==> src/rtl/maze_solver_ctrl.sv <==
// Depth-first maze search controller for a 16x16 wall/free bit-memory.
// Performs one maze access per cycle, marks visited cells in the maze itself,
// keeps the move history on a direction stack, and streams the found path
// over a valid/ready handshake.
module maze_solver_ctrl #(
  parameter int unsigned SX    = 0,
  parameter int unsigned SY    = 0,
  parameter int unsigned TX    = 15,
  parameter int unsigned TY    = 15,
  parameter int unsigned DEPTH = 256
) (
  input  logic       clk,
  input  logic       rst_n,
  input  logic       start,
  output logic       mem_rd,
  output logic       mem_wr,
  output logic       mem_din,
  output logic [3:0] mem_x,
  output logic [3:0] mem_y,
  input  logic       mem_dout,
  output logic       busy,
  output logic       done,
  output logic       fail,
  output logic [7:0] path_len,
  output logic       path_valid,
  output logic [1:0] path_dir,
  input  logic       path_ready
);

  localparam int unsigned SpW = $clog2(DEPTH);
  localparam logic [SpW-1:0] SpOne = SpW'(1);
  localparam logic [3:0] StartX = SX[3:0];
  localparam logic [3:0] StartY = SY[3:0];
  localparam logic [3:0] TgtX   = TX[3:0];
  localparam logic [3:0] TgtY   = TY[3:0];

  typedef enum logic [2:0] {
    StIdle, StChk, StMark, StProbe, StBack, StSuccess, StFail
  } state_e;

  state_e         state_q, state_d;
  logic [3:0]     cur_x_q, cur_x_d;
  logic [3:0]     cur_y_q, cur_y_d;
  logic [1:0]     dir_q, dir_d;
  logic [SpW-1:0] sp_q, sp_d;
  logic [SpW-1:0] rd_ptr_q, rd_ptr_d;
  logic [1:0]     stack_q [DEPTH];
  logic           push;

  logic [3:0] nb_x, nb_y;
  logic       nb_ok;
  logic [1:0] top_dir;
  logic [3:0] bk_x, bk_y;
  logic       xfer;

  assign top_dir = stack_q[sp_q - SpOne];
  assign xfer    = path_valid & path_ready;

  // Neighbour of cur in the probe direction; bounds checked before the add/subtract.
  always_comb begin
    nb_x  = cur_x_q;
    nb_y  = cur_y_q;
    nb_ok = 1'b0;
    unique case (dir_q)
      2'd0: begin nb_ok = (cur_x_q != 4'd0);  nb_x = cur_x_q - 4'd1; end
      2'd1: begin nb_ok = (cur_y_q != 4'd15); nb_y = cur_y_q + 4'd1; end
      2'd2: begin nb_ok = (cur_x_q != 4'd15); nb_x = cur_x_q + 4'd1; end
      default: begin nb_ok = (cur_y_q != 4'd0); nb_y = cur_y_q - 4'd1; end
    endcase
  end

  // Backtrack step: undo the popped move (opposite direction = p xor 2).
  always_comb begin
    bk_x = cur_x_q;
    bk_y = cur_y_q;
    unique case (top_dir ^ 2'd2)
      2'd0:    bk_x = cur_x_q - 4'd1;
      2'd1:    bk_y = cur_y_q + 4'd1;
      2'd2:    bk_x = cur_x_q + 4'd1;
      default: bk_y = cur_y_q - 4'd1;
    endcase
  end

  // State and datapath registers with synchronous active-low reset.
  always_ff @(posedge clk) begin
    if (!rst_n) begin
      state_q  <= StIdle;
      cur_x_q  <= 4'd0;
      cur_y_q  <= 4'd0;
      dir_q    <= 2'd0;
      sp_q     <= '0;
      rd_ptr_q <= '0;
    end else begin
      state_q  <= state_d;
      cur_x_q  <= cur_x_d;
      cur_y_q  <= cur_y_d;
      dir_q    <= dir_d;
      sp_q     <= sp_d;
      rd_ptr_q <= rd_ptr_d;
    end
  end

  // Direction stack storage; contents need no reset since sp bounds all reads.
  always_ff @(posedge clk) begin
    if (push) stack_q[sp_q] <= dir_q;
  end

  // Next-state and datapath update.
  always_comb begin
    state_d  = state_q;
    cur_x_d  = cur_x_q;
    cur_y_d  = cur_y_q;
    dir_d    = dir_q;
    sp_d     = sp_q;
    rd_ptr_d = rd_ptr_q;
    push     = 1'b0;
    unique case (state_q)
      StIdle: begin
        if (start) begin
          state_d = StChk;
          cur_x_d = StartX;
          cur_y_d = StartY;
          sp_d    = '0;
        end
      end
      StChk: state_d = mem_dout ? StFail : StMark;
      StMark: begin
        if (cur_x_q == TgtX && cur_y_q == TgtY) begin
          state_d  = StSuccess;
          rd_ptr_d = '0;
        end else begin
          state_d = StProbe;
          dir_d   = 2'd0;
        end
      end
      StProbe: begin
        if (nb_ok && !mem_dout) begin
          push    = 1'b1;
          sp_d    = sp_q + SpOne;
          cur_x_d = nb_x;
          cur_y_d = nb_y;
          state_d = StMark;
        end else if (dir_q != 2'd3) begin
          dir_d = dir_q + 2'd1;
        end else begin
          state_d = StBack;
        end
      end
      StBack: begin
        if (sp_q == '0) begin
          state_d = StFail;
        end else begin
          sp_d    = sp_q - SpOne;
          cur_x_d = bk_x;
          cur_y_d = bk_y;
          // A popped W move exhausted that cell, so keep unwinding.
          if (top_dir != 2'd3) begin
            dir_d   = top_dir + 2'd1;
            state_d = StProbe;
          end
        end
      end
      StSuccess, StFail: begin
        if (start) begin
          state_d  = StChk;
          cur_x_d  = StartX;
          cur_y_d  = StartY;
          sp_d     = '0;
          rd_ptr_d = '0;
        end else if (state_q == StSuccess && xfer) begin
          rd_ptr_d = rd_ptr_q + SpOne;
        end
      end
      default: state_d = StIdle;
    endcase
  end

  // Outputs decoded from the current state; memory port is quiet unless accessing.
  always_comb begin
    mem_rd     = 1'b0;
    mem_wr     = 1'b0;
    mem_din    = 1'b0;
    mem_x      = 4'd0;
    mem_y      = 4'd0;
    busy       = 1'b0;
    done       = 1'b0;
    fail       = 1'b0;
    path_len   = 8'd0;
    path_valid = 1'b0;
    path_dir   = 2'd0;
    unique case (state_q)
      StChk: begin
        busy   = 1'b1;
        mem_rd = 1'b1;
        mem_x  = cur_x_q;
        mem_y  = cur_y_q;
      end
      StMark: begin
        busy    = 1'b1;
        mem_wr  = 1'b1;
        mem_din = 1'b1;
        mem_x   = cur_x_q;
        mem_y   = cur_y_q;
      end
      StProbe: begin
        busy = 1'b1;
        if (nb_ok) begin
          mem_rd = 1'b1;
          mem_x  = nb_x;
          mem_y  = nb_y;
        end
      end
      StBack: busy = 1'b1;
      StSuccess: begin
        done       = 1'b1;
        path_len   = 8'(sp_q);
        path_valid = (rd_ptr_q < sp_q);
        path_dir   = stack_q[rd_ptr_q];
      end
      StFail: fail = 1'b1;
      default: ;
    endcase
  end

endmodule

==> config.mk <==
export PLATFORM = sky130hd
export DESIGN_NAME = maze_solver_ctrl
export DESIGN_NICKNAME = d
export VERILOG_FILES = /design/src/rtl/maze_solver_ctrl.sv
export SDC_FILE = /design/constraint.sdc
export NUM_CORES = 1
export LEC_CHECK = 0
export CORE_UTILIZATION = 55
export CTS_CLUSTER_DIAMETER = 60
export DETAILED_ROUTE_END_ITERATION = 7
export GPL_ROUTABILITY_DRIVEN = 0
export PLACE_DENSITY = 0.71
export SYNTH_ARGS = -nofsm -noshare
export SYNTH_HDL_FRONTEND = slang
export SYNTH_SLANG_ARGS = --single-unit
==> constraint.sdc <==
create_clock -name clk -period 21.3 [get_ports clk]
set_input_delay 2.13 -clock clk [delete_from_list [all_inputs] [get_ports clk]]
set_output_delay 2.13 -clock clk [all_outputs]
set_load 0.01 [all_outputs]
### Yosys cells after proc, flatten, opt, wreduce, memory -nomap -nowiden

Memories as Yosys holds them, arrays and structs flattened. A register that Yosys moved wholly into a read port is not among the register bits.
Cells that the tools add are included.

* memories kept: 1
* memory bits (read-only): 0
* logic and storage cells: 126
* RAM bits: 512
* bits in latches: 0
* flip-flop bits (word level): 29

* shift-type cells: 0
* reduce and logical (&&, ||, !) cells: 25
* eq/ne operators: 29
* muxes and demuxes: 53
* add/subtract/negate cells: 9
* order comparisons: 1
* bitwise logic cells: 2
* div/mod/pow operators: 0
* multipliers: 0

Memory list
* stack_q: words 256, bits a word 2, read ports 2, clocked after Yosys merged registers in 1, write ports 1, RTL line 47 `logic [1:0] stack_q [DEPTH];`

Operators by type and width (count)
* 2-to-1 mux 8 bit: 9
* one-hot mux 4 bit (2 select lines): 6
* 2-to-1 mux 4 bit: 7
* one-hot mux 4 bit (3 select lines): 2
* one-hot mux 8 bit (3 select lines): 1
* 2-to-1 mux 3 bit: 7
* != test 2 bit, second input constant: 10
* adder 8 x 1 -> 8 bit, second input constant: 2
* one-hot mux 8 bit (2 select lines): 1
* one-hot mux 3 bit (5 select lines): 1
* 2-to-1 mux 2 bit: 6
* 2-to-1 mux 1 bit: 10
* AND reduction 5 bit: 2
* equality test 3 bit, second input constant: 3
* != test 3 bit, second input constant: 3
* adder 4 x 1 -> 4 bit, second input constant: 2
* equality test 4 bit, second input constant: 2
* zero test 8 bit: 1
* < comparator 8 bit: 1
* != test 4 bit, second input constant: 2
* nonzero test 4 bit: 2
* OR reduction 2 bit: 4
* subtractor 4 x 1 -> 4 bit, second input constant: 2
* subtractor 8 x 1 -> 8 bit, second input constant: 1
* other kinds (23): 32

### Depth between registers and ports, before layout

* depth after elaboration: 9
* depth in mapped cells: 22
* mapped depth without buffers: 12

### Worst setup path before layout

No wires, ideal clock.

* kind: reg2out
* start: register dir_q[0]
* end: output port mem_x[0]
* path buffers: 1
* stages on the path, launching flop included: 10
* data arrival time: 6010 ps
* setup slack: 13160 ps
* cells stage by stage: dfxtp_1 inv_1 ha_1 clkbuf_1 nand4_1 o221ai_1 a31oi_1 and3_1 a21oi_1 a21oi_1

* cells in the longest elaborated chain, start to end: 4

Ends and longest elaborated chain
* start, declared: RTL line 44 `logic [1:0] dir_q, dir_d;`
* start signal, assigned: RTL line 97 `dir_q <= dir_d;`
* equality test 2 bit (tied with other cells): RTL line 64 `unique case (dir_q)`
* one-hot mux 1 bit (3 select lines) / one-hot mux 4 bit (2 select lines) (equally long branches): RTL line 64
* 2-to-1 mux 4 bit (*): RTL line 207 `if (nb_ok) begin`
* one-hot mux 4 bit (2 select lines) (*): RTL line 191 `unique case (state_q)`
* end, declared: RTL line 18 `output logic [3:0] mem_x,`

Mark *: on every way between the ends. The rest lies on a longest branch, timed or not.

==> impl_metrics.json <==
{
  "fill_cells": 3708,
  "max_stage_delay_ns": 0.97,
  "cts_resized": 0,
  "timing.rr.end": "cur_x_q[3]$_SDFFE_PN0P_",
  "fin_cells": 2561,
  "cts_hold_buf": 0,
  "yosys.area.top_type": "edfxtp_1",
  "syn_nets": 1894,
  "drtPass1Iterations": 6,
  "multi_input_area_sq_um": 11400,
  "fin_skew_ns": 0.0288,
  "grt_use_total": 0.294,
  "pwr-share-seq": 0.370,
  "synth_common_cells": "512 x edfxtp_1, 317 x nor2_1, 291 x mux4_2",
  "synth_most_common_cell": "edfxtp_1",
  "overflow": 0,
  "grt_pass1_wl_um": 115000,
  "vias_per_cell": 7.09,
  "ir_drop_v": 0.0000848,
  "crit_arrival_ns": 5.44,
  "cp.required_ns": 19.17,
  "finish.instance_area_sq_um": 30900,
  "end_kind": "output pin",
  "dpl.hpwl_um": 46700,
  "min_from": "rd_ptr_q[7]$_SDFFE_PN0P_",
  "place_inst": 2457,
  "cts_root_buf": "clkbuf_16",
  "finalSetupViolations": 0,
  "cts.clk_slew.worst_paths_ns": 0.07,
  "final_nets": 1872,
  "start_kind": "register",
  "num_rows": 82,
  "cap_violations": 0,
  "yosys_warnings": 0,
  "p_comb_frac": 0.349,
  "min_path_type": "reg -> reg",
  "fin_crit_ns": 7.57,
  "antenna_cells": 0,
  "detail_route.wirelength_um": 75900,
  "regArea_sq_um": 16100,
  "antenna_found_initial": 0,
  "die_x_um": 229,
  "avgSynthCellArea_sq_um": 15.2,
  "slew_viol_final": 0,
  "synth-async-reset-ratio": 0,
  "hold_violations": 0,
  "synth-seq-area-share": 0.569,
  "hold-path-cell-count": 2,
  "reg2reg_depth": 14,
  "timing.hold.ws_ns": 0.504,
  "dpl-instance-area_sq_um": 29000,
  "p_int_mw": 2.32,
  "rsz0062_at_grt": "false",
  "relSlewSlack": 0.186,
  "power_mw": 3.61,
  "htree_levels": 2,
  "outcome": "complete, no violations",
  "clkLatencyLatePin_ns": 0.63,
  "r2r-start": "sp_q[1]$_SDFFE_PN0P_",
  "cts_tree": "built",
  "p_leak_nw": 9.82,
  "clockBufferDepth": 3,
  "sw_frac_of_total": 0.356,
  "ant_nets": 0,
  "synth_area_leaders": "edfxtp_1 54%, mux4_2 23%, nor2_1 4.2%",
  "ys.flop_type": "edfxtp_1",
  "cts_post_setup_buffers_inserted": 0,
  "vias": 18200,
  "cellPowerDensity_nw_per_um2": 117,
  "max_freq_ghz": 0.132,
  "cts_sinks": 549,
  "cpMostUsedCell": "mux4_2",
  "wl_per_cell_um": 29.6,
  "tns_ns": 0,
  "grt_pass1_vias": 18000,
  "cpMaxStageDelayCell": "dfxtp_4",
  "switchingPower_mw": 1.28,
  "ys_ff_latch": 549,
  "drive_above_1_share": 0.236,
  "tightest_slew_ns": 1.22,
  "grt_start_max_net_pins": 103,
  "start_util": 0.561,
  "path_class": "reg -> out",
  "syn-instance-count": 1867,
  "path_cells": "buf_4 > mux4_2 > mux4_2 > mux4_2 > mux4_2 > and2_1 > clkdlybuf4s50_1",
  "dieArea_sq_um": 52400,
  "syn-cell-area_sq_um": 28300,
  "cp_max_fo": 49,
  "synth_top_area_share": 0.543,
  "num_io_pins": 30,
  "cts_buffers": 58,
  "port-buffer-count": 29,
  "synth_cell_types": 85,
  "synth_edf_count": 512,
  "finalCritPeriodShare": 0.355,
  "drc": 0,
  "r2r_setup_slack_ns": 15.35,
  "drtIter0Drc": 2638,
  "area_growth_pct": 9.16,
  "fp.dieH_um": 229,
  "core_sq_um": 50500,
  "clkPwrFrac": 0.281
}
cells by family after synthesis:
| logic type | share of synthesized area |
|---|---|
| flip-flops | 0.569 |
| AND/OR/NAND/NOR | 0.0886 |
| XOR/XNOR | 0.00274 |
| buffers and inverters | 0.0304 |
| AO/OA/AOI/OAI | 0.0475 |
| multiplexers | 0.251 |
| adder cells (fa/ha/maj) | 0.00999 |
placed cells by master (no fill, tap or decap), drive strengths merged, types with 18 or more instances in the layout:
| cell type | instances |
|---|---|
| inv | 28 |
| clkdlybuf4s50 | 29 |
| clkinv | 24 |
| o21ai | 36 |
| nor2 | 318 |
| buf | 36 |
| nand3 | 33 |
| nand2 | 144 |
| mux4 | 294 |
| dfxtp | 37 |
| edfxtp | 512 |
| ha | 21 |
| a32oi | 18 |
| a21oi | 34 |
| clkbuf | 69 |
| mux2i | 46 |
power groups by stage:
stage / Combinational (mW) / Sequential, mW / Clock [mW]
after floorplan: 0.937 / 1.35 / 0
after global placement: 1.21 / 1.35 / 0
after detailed placement: 1.23 / 1.36 / 0
after CTS: 1.24 / 1.33 / 1.02
after global routing: 1.33 / 1.34 / 1.06
final: 1.26 / 1.33 / 1.01
sequential cells by signal (all words and copies together) (netlist names), named ones only:
signal    count
sp_q          8
cur_y_q       4
state_q       3
dir_q         2
rd_ptr_q      8
stack_q     512
cur_x_q       4
routing by layer:
metal  global-route usage  routed length [um]  vias to the layer above
met5                    0                   0                        -
met3               0.0715                8740                      218
met1                0.404               28500                     9240
li1                     -                   -                     7411
met2                0.455               35200                     1298
met4                0.121                3440                        0
per-stage QoR:
| step | utilization | setup slack (ns) |
|---|---|---|
| final | 0.612 | 13.73 |
| after global routing | 0.612 | 13.44 |
| after CTS | 0.612 | 13.63 |
| after detailed placement | 0.574 | 14.28 |
| after global placement | 0.574 | 14.35 |
| after floorplan | - | 13.16 |
cell type report:
| cell class | instances | share of cell area |
|---|---|---|
| timing repair buffer | 65 | 0.0181 |
| clock buffer | 69 | 0.0490 |
| sequential | 549 | 0.522 |
| inverter | 26 | 0.00316 |
| tap | 672 | 0.0272 |
| multi-input combinational | 1145 | 0.368 |
| clock inverter | 35 | 0.0126 |
worst max-delay path, delay by kind of cell (launching register included):
family / cells / cell delay, ns
flip-flops: 1 / 0.97
multiplexers: 4 / 2.24
AND/OR/NAND/NOR: 1 / 0.18
buffers and inverters: 2 / 1.33
worst max path at each step:
stage	start	to	slack, ns	cells past startpoint
4_1_cts	register	path_dir[0]	13.63	7
2_1_floorplan	dir_q[0]$_SDFFE_PN0P_	mem_x[0]	13.16	9
3_5_place_dp	register	path_dir[0]	14.28	7
5_1_grt	register	path_dir[0]	13.44	7
6_report	register	path_dir[1]	13.73	7
3_3_place_gp	register	path_dir[0]	14.35	7
No activity file was read; power rests on OpenSTA's default activity.
